$ cat src/rtl/asrv32_alu_arbiter.sv
// Two-requester front end for a single shared asrv32_alu.
// One op in flight at a time; results return on a tagged, stallable channel.
module asrv32_alu #(
  parameter int ALU_WIDTH = 14
) (
  input  logic                 i_clk,
  input  logic                 i_rst_n,
  input  logic                 i_alu_en,
  input  logic [ALU_WIDTH-1:0] i_alu,
  input  logic [31:0]          i_op1,
  input  logic [31:0]          i_op2,
  output logic [31:0]          o_y
);
  localparam int ADD  = 0;
  localparam int SUB  = 1;
  localparam int SLT  = 2;
  localparam int SLTU = 3;
  localparam int XOR  = 4;
  localparam int OR   = 5;
  localparam int AND  = 6;
  localparam int SLL  = 7;
  localparam int SRL  = 8;
  localparam int SRA  = 9;
  localparam int EQ   = 10;
  localparam int NEQ  = 11;
  localparam int GE   = 12;
  localparam int GEU  = 13;

  logic [31:0] y;
  logic [4:0]  sh;

  assign sh = i_op2[4:0];

  always_comb begin
    y = '0;
    unique case (1'b1)
      i_alu[ADD]:  y = i_op1 + i_op2;
      i_alu[SUB]:  y = i_op1 - i_op2;
      i_alu[SLT]:  y = {31'd0, $signed(i_op1) < $signed(i_op2)};
      i_alu[SLTU]: y = {31'd0, i_op1 < i_op2};
      i_alu[XOR]:  y = i_op1 ^ i_op2;
      i_alu[OR]:   y = i_op1 | i_op2;
      i_alu[AND]:  y = i_op1 & i_op2;
      i_alu[SLL]:  y = i_op1 << sh;
      i_alu[SRL]:  y = i_op1 >> sh;
      i_alu[SRA]:  y = $unsigned($signed(i_op1) >>> sh);
      i_alu[EQ]:   y = {31'd0, i_op1 == i_op2};
      i_alu[NEQ]:  y = {31'd0, i_op1 != i_op2};
      i_alu[GE]:   y = {31'd0, $signed(i_op1) >= $signed(i_op2)};
      i_alu[GEU]:  y = {31'd0, i_op1 >= i_op2};
      default:     y = '0;
    endcase
  end

  always_ff @(posedge i_clk) begin
    if (!i_rst_n)
      o_y <= '0;
    else if (i_alu_en)
      o_y <= y;
  end
endmodule

module asrv32_alu_arbiter #(
  parameter int ALU_WIDTH = 14,
  parameter int FAIR      = 1
) (
  input  logic                 i_clk,
  input  logic                 i_rst,
  input  logic                 i_req0_valid,
  output logic                 o_req0_ready,
  input  logic [ALU_WIDTH-1:0] i_req0_alu,
  input  logic [31:0]          i_req0_op1,
  input  logic [31:0]          i_req0_op2,
  input  logic                 i_req1_valid,
  output logic                 o_req1_ready,
  input  logic [ALU_WIDTH-1:0] i_req1_alu,
  input  logic [31:0]          i_req1_op1,
  input  logic [31:0]          i_req1_op2,
  output logic                 o_rsp_valid,
  input  logic                 i_rsp_ready,
  output logic                 o_rsp_id,
  output logic [31:0]          o_rsp_result,
  output logic                 o_busy
);
  typedef enum logic [1:0] {
    IDLE,
    ISSUE,
    DONE
  } state_t;

  state_t state, state_n;

  logic                 prio_q;
  logic                 id_q;
  logic [ALU_WIDTH-1:0] op_q;
  logic [31:0]          op1_q;
  logic [31:0]          op2_q;

  logic grant0, grant1;
  logic accept;
  logic alu_en;
  logic rsp_valid;
  logic [31:0] alu_y;

  // prio_q only breaks ties; a lone requester always wins
  assign grant1 = i_req1_valid &
                  (~i_req0_valid | ((FAIR != 0) & prio_q));
  assign grant0 = i_req0_valid & ~grant1;

  always_comb begin
    state_n      = state;
    o_req0_ready = 1'b0;
    o_req1_ready = 1'b0;
    accept       = 1'b0;
    alu_en       = 1'b0;
    rsp_valid    = 1'b0;
    case (state)
      IDLE: begin
        o_req0_ready = grant0 & ~i_rst;
        o_req1_ready = grant1 & ~i_rst;
        accept       = grant0 | grant1;
        if (accept)
          state_n = ISSUE;
      end
      ISSUE: begin
        alu_en  = 1'b1;
        state_n = DONE;
      end
      DONE: begin
        rsp_valid = 1'b1;
        if (i_rsp_ready)
          state_n = IDLE;
      end
      default: state_n = IDLE;
    endcase
  end

  always_ff @(posedge i_clk) begin
    if (i_rst) begin
      state  <= IDLE;
      prio_q <= 1'b0;
      id_q   <= 1'b0;
      op_q   <= '0;
      op1_q  <= '0;
      op2_q  <= '0;
    end else begin
      state <= state_n;
      if (accept) begin
        id_q  <= grant1;
        op_q  <= grant1 ? i_req1_alu : i_req0_alu;
        op1_q <= grant1 ? i_req1_op1 : i_req0_op1;
        op2_q <= grant1 ? i_req1_op2 : i_req0_op2;
        if (FAIR != 0)
          prio_q <= ~grant1;
      end
    end
  end

  asrv32_alu #(
    .ALU_WIDTH(ALU_WIDTH)
  ) u_alu (
    .i_clk    (i_clk),
    .i_rst_n  (~i_rst),
    .i_alu_en (alu_en),
    .i_alu    (op_q),
    .i_op1    (op1_q),
    .i_op2    (op2_q),
    .o_y      (alu_y)
  );

  assign o_rsp_valid  = rsp_valid & ~i_rst;
  assign o_rsp_id     = o_rsp_valid & id_q;
  assign o_rsp_result = o_rsp_valid ? alu_y : 32'd0;
  assign o_busy       = (state != IDLE);
endmodule

$ cat config.mk
export PLATFORM = sky130hd
export DESIGN_NAME = asrv32_alu_arbiter
export DESIGN_NICKNAME = d
export VERILOG_FILES = /design/src/rtl/asrv32_alu_arbiter.sv
export SDC_FILE = /design/constraint.sdc
export NUM_CORES = 1
export LEC_CHECK = 0
export BUFFER_PORTS_ARGS = -buffer_cell sky130_fd_sc_hd__clkbuf_2
export CORE_MARGIN = 1.5
export CORE_UTILIZATION = 38
export DETAILED_ROUTE_END_ITERATION = 6
export GPL_TIMING_DRIVEN = 1
export SLEW_MARGIN = 0
export SYNTH_ARGS = -nofsm -noshare
export SYNTH_HDL_FRONTEND = slang
export SYNTH_SLANG_ARGS = --single-unit
$ cat constraint.sdc
create_clock -name i_clk -period 3.5 [get_ports i_clk]
set_clock_uncertainty 0.2 [all_clocks]
set_input_delay 0 -clock i_clk [delete_from_list [all_inputs] [get_ports i_clk]]
set_output_delay 0 -clock i_clk [all_outputs]
set_load 0.1 [all_outputs]
; ---- Word-level counts from Yosys, hierarchy flattened
; Cells that the tools add are included.
[op_classes]
addsub = 2
multipliers = 0
div = 0
magnitude_cmp = 4
eq_ne = 6
shift = 3
mux = 13
bitwise = 14
n_reduce_logical = 3
[op_table]
columns = cell, count
row1 = $pmux 32 s14, 1
row2 = $mux 32, 3
row3 = $ge 32x32->1, 2
row4 = $lt 32x32->1, 2
row5 = $add 32x32->32, 1
row6 = $and 32x32->32, 1
row7 = $eq 32x32->1, 1
row8 = $ne 32x32->1, 1
row9 = $or 32x32->32, 1
row10 = $shl 32x5->32, 1
row11 = $shr 32x5->32, 1
row12 = $sshr 32x5->32, 1
row13 = $sub 32x32->32, 1
row14 = $xor 32x32->32, 1
row15 = $mux 14, 1
row16 = $and 1x1->1, 6
row17 = $pmux 2 s3, 1
row18 = $mux 1, 5
row19 = $mux 2, 2
row20 = $ne 2x2->1 const B, 2
row21 = $not 1->1, 3
row22 = $eq 2x1->1 const B, 1
row23 = $eq 2x2->1 const B, 1
row24 = $logic_not 2->1, 1
row25 = other kinds (3), 4
[totals]
reg_bits = 114
latch_bits = 0
ramBits = 0
rom_bits = 0
input_bits = 161
wordCells = 52
memories = 0

; ---- Longest topological paths before layout
[depth]
ltp_word = 8
ltp_mapped = 14
mapped_depth_nobuf = 12

; ---- Cells and area by module
; A second synthesis with hierarchy kept.
[unflattened]
hier_cells = 1909
area_unflattened_um2 = 13700.6
[modules_own_cells]
columns = mod, instances, cells_each, area_per_inst_um2, seq_area_each_um2
row1 = asrv32_alu, 1, 1399, 9826.9, 640.6
row2 = asrv32_alu_arbiter, 1, 510, 3873.7, 1641.6

; ---- Worst setup path before layout
; OpenSTA, ideal clock, no wires.
[synth_timing]
path_type = reg2reg
startpoint = register op2_q[2]
endpoint = register u_alu.o_y[17]
setup_time_ns = 0.139
t_arrival_ns = 3.035
slack_ns = 0.126
path_stages_with_launch = 15
synth_period_minus_slack_ns = 3.374
cell_sequence = dfxtp_1 clkbuf_1 clkinv_1 clkbuf_1 ha_1 buf_2 o211ai_1 o21ai_1 o2111ai_1 a2111oi_1 nor4b_1 nor3_1 xnor2_1 a221oi_1 a211oi_1
[synth_between]
elab_chain_cells = 2
elab_cells_between_ends = 6
cone_classes = add/sub: 2 / shift: 3 / mux: 1
[synth_rtl]
columns = element, line_no
row1 = from (decl), 97  ; logic [31:0] op2_q;
row2 = from (signal assigned), 152  ; op2_q <= grant1 ? i_req1_op2 : i_req0_op2;
row3 = $sub 32x32->32 (tied with other cells), 38  ; i_alu[SUB]: y = i_op1 - i_op2;
row4 = $pmux 32 s14 *, 36  ; unique case (1'b1)
row5 = to (signal assigned), 59  ; o_y <= y;
row6 = to (decl), 12  ; output logic [31:0] o_y
; Every way passes the cells marked *; elsewhere a longest branch is shown, timed or not.
; A chain may end at the register's enable or synchronous reset.

; ---- Final worst setup path
[layout_timing]
startpoint = register op2_q[10]
endpoint = register u_alu.o_y[0]
[layout_between]
elab_chain_cells = 2
elab_cells_between_ends = 7
cone_classes = order compare: 4 / eq/ne: 2 / mux: 1
[layout_rtl]
columns = element, line_no
row1 = $ge 32x32->1 (tied with other cells), 50  ; i_alu[GEU]: y = {31'd0, i_op1 >= i_op2};
row2 = $pmux 32 s14 *, 36
; Marked as above.

==> summary.md <==
| Metric | Value |
|---|---|
| Outcome | `complete, but fails checks` |
| Failing checks | `design-rule violations` |
| Max_cap viols | `0` |
| Sw Pwr | `3.175 mW` |
| Die span in y | `189.0 um` |
| Worst Hold Class | `input port to flip-flop` |
| Worst reg2reg path depth | `11` |
| Tot GR Track Use | `0.3561` |
| Nets | `2396` |
| P_leak | `7.220 nW` |
| Final Hold Fails | `0` |
| HPWL Detailed | `48540 um` |
| Via count | `16042` |
| CTS Root Cell | `clkbuf_16` |
| Switching share of power | `0.4331` |
| Router iterations before antenna repair | `7` |
| Data arrival, critical path | `3490 ps` |
| Netlist cell types | `78` |
| Synth warnings | `0` |
| Initial Utilization | `0.3891` |
| Die ar. | `0.03571 mm^2` |
| Met1 WL | `28750 um` |
| Max Transition Viols Final | `0` |
| Placed instance count | `2403` |
| CTS tree | `done` |
| Top Metal Used | `met4` |
| Peak VDD IR | `0.4118 mV` |
| Yosys reg bits | `114` |
| Initial drt markers | `2632` |
| Worst skew pair latency | `460 ps` |
| Number of global-route vias before repair | `14895` |
| Final setup violation count | `0` |
| Total gr overflow | `0` |
| Post-synth EDFFs | `0` |
| ANT nets after route | `0` |
| Average wire per cell in the routed design | `24.83 um` |
| Ys flop type | `dfxtp_1` |
| Fin cells | `2597` |
| Number of fill cells | `3261` |
| H-Tree Depth | `4` |
| Hold path cells | `6` |
| Final instance area | `0.01758 mm^2` |
| Largest net degree at the start of global routing | `84` |
| CP required | `3620 ps` |
| Vias/cell | `6.177` |
| CTS sink cnt | `114` |
| Reg-to-reg setup timing slack | `130 ps` |
| Die W | `189.0 um` |
| Internal power | `4.157 mW` |
| Cell with the most instances after synthesis | `nor2_1` |
| Peak Freq | `297.0 MHz` |
| Critical Setup Path Class | `flip-flop to flip-flop` |
| Syn Nets | `2023` |
| Placed inst area | `0.01528 mm^2` |
| Setup TNS | `0 ps` |
| Core Area | `0.03378 mm^2` |
| Crit share post-route | `0.9620` |
| Boundary pin count | `198` |
| Routability cong. | `0.9986` |
| Post-Syn Area | `0.01314 mm^2` |
| Setup bufs post-CTS | `0` |
| Rel. slew slack | `0.3118` |
| Clock-pin slew on the worst setup and hold paths | `70 ps` |
| Clock power frac | `0.248` |
| Synth area leader | `dfxtp_1` |
| Initial antenna violation count | `0` |
| Gate power share | `0.541` |
| Top post-synthesis cells by count | `227 x nor2_1, 161 x nand2_1, 144 x a21oi_1, 117 x o21ai_0, 116 x clkbuf_1` |
| Met3 WL | `6496 um` |
| Final min period | `3367 ps` |
| Yosys top cell area share | `0.1736` |
| Ys async rst share | `0` |
| CP Capture Type | `flip-flop` |
| Max Fanout on Critical Path | `4` |
| Synthesized area per cell | `7.460 um^2` |
| Unrepaired setup endpoints after global routing | `no` |
| PwrDens | `417.0 mW/mm^2` |
| Final wirelength | `64490 um` |
| Mapped Cells | `1762` |
| Sequential area share after synthesis | `0.1736` |
| Num CTS Buffers | `17` |
| Seq pwr share | `0.211` |
| Max clock buf depth | `2` |
| Area grow syn2layout | `33.77%` |
| First-pass GRT wire length | `95810 um` |
| I/O Buffers | `197` |
| Share of cells above drive strength 1 | `0.2281` |
| DRC violations left | `1` |
| Worst Setup Start Kind | `flip-flop` |
| Num rows | `67` |
| Slew @ Worst Pin | `1021 ps` |
| Synth top area cells | `dfxtp_1 17%, ha_1 9.3%, mux4_2 8.2%` |
| Met2 WL | `27750 um` |
==> critical path, stage by stage, from the launching register on <==
cell	delay [ps]
dfxtp_1	410
inv_1	100
ha_1	310
or4_4	560
or3_4	370
a21oi_2	200
nor3_2	100
o21ai_2	230
a21oi_2	140
o211ai_1	300
o221a_2	250
a22oi_1	50
==> stage by stage <==
stage	worst slack [ps]	util	total power, mW	hold WS (ps)
global route	12.94	0.5204	7.637	174.5
detailed placement	-1.533	0.4522	5.088	3.149
CTS	17.49	0.5174	7.165	110.0
global placement	-69.40	0.4522	5.080	-2.953
finish	133.1	0.5204	7.332	134.4
floorplan	126.1	-	3.778	-91.38
==> final timing paths <==
| path | startpoint | to |
|---|---|---|
| max reg2reg | op2_q[10] | u_alu.o_y[0] |
| min reg2reg | u_alu.o_y[7] | u_alu.o_y[7] |
| max | op2_q[10] | u_alu.o_y[0] |
| min | i_req0_valid | prio_q |
==> power by group through the flow <==
stage	Clock (mW)	Combinational [mW]	Sequential, mW
floorplan	0	2.24	1.53
global placement	0	3.52	1.56
detailed placement	0	3.52	1.57
CTS	1.84	3.79	1.54
global route	1.88	4.19	1.56
finish	1.82	3.96	1.55
==> layout by cell type (no fill, tap or decap), types with 6 or more instances in the layout <==
master / instances
nor2_1: 225
clkbuf_2: 196
nand2_1: 161
dlygate4sd3_1: 161
buf_4: 151
a21oi_1: 141
o21ai_0: 116
dfxtp_1: 108
inv_1: 96
ha_1: 95
a222oi_1: 74
mux4_2: 48
mux2i_1: 46
and2_1: 41
xnor2_1: 38
nand3_1: 33
nor3_1: 24
a211oi_1: 24
a221oi_1: 23
o211ai_1: 18
o21bai_1: 18
clkbuf_16: 18
a22oi_1: 17
a21o_1: 15
a31oi_1: 15
mux2_2: 14
nand2b_1: 13
o31ai_1: 13
nor2b_1: 13
o2111ai_1: 12
nor4_1: 11
xor2_1: 9
a211o_1: 8
nand4_1: 8
clkinv_1: 7
or3_1: 7
o21a_1: 6
clkinv_2: 6
==> kinds of logic after synthesis <==
| kind of cell | after synthesis | synth area share |
|---|---|---|
| AOI/OAI and AO/OA | 569 | 0.2991 |
| and+or+nand+nor | 561 | 0.1902 |
| adders and majority gates | 100 | 0.09634 |
| DFF | 114 | 0.1736 |
| xor gates and xnor gates | 47 | 0.03132 |
| buffers and inverters | 263 | 0.08015 |
| muxes | 108 | 0.1293 |
==> repair_timing <==
action                                  CTS  global route
gates resized for setup                   1            24
hold endpoints to repair                 93             0
endpoints found under the setup margin    1            14
pin swaps                                 0             3
hold buffers                            161             0
==> area by class of cell <==
| cell class | count | area (um^2) | area share |
|---|---|---|---|
| multi-input cells | 1385 | 9911 | 0.5637 |
| clock inverters | 10 | 105.1 | 0.005978 |
| inverters | 103 | 386.6 | 0.02199 |
| repair buffers | 514 | 3836 | 0.2182 |
| well taps | 448 | 560.5 | 0.03188 |
| diodes | 1 | 2.502 | 0.0001423 |
| flip-flops and latches | 114 | 2295 | 0.1305 |
| clock buffers | 22 | 485.5 | 0.02761 |
==> sequential cells by signal, indices dropped and copies added (netlist names) <==
signal,flops
prio_q,1
state,2
u_alu.o_y,32
op2_q,32
op1_q,32
op_q,14
id_q,1
==> layer usage <==
layer,GRT usage,up-vias
li1,-,7247
met3,0.05894,102
met4,0.08608,0
met2,0.5325,985
met1,0.5277,7708
met5,0,-
(Power assumes the default switching activity.)
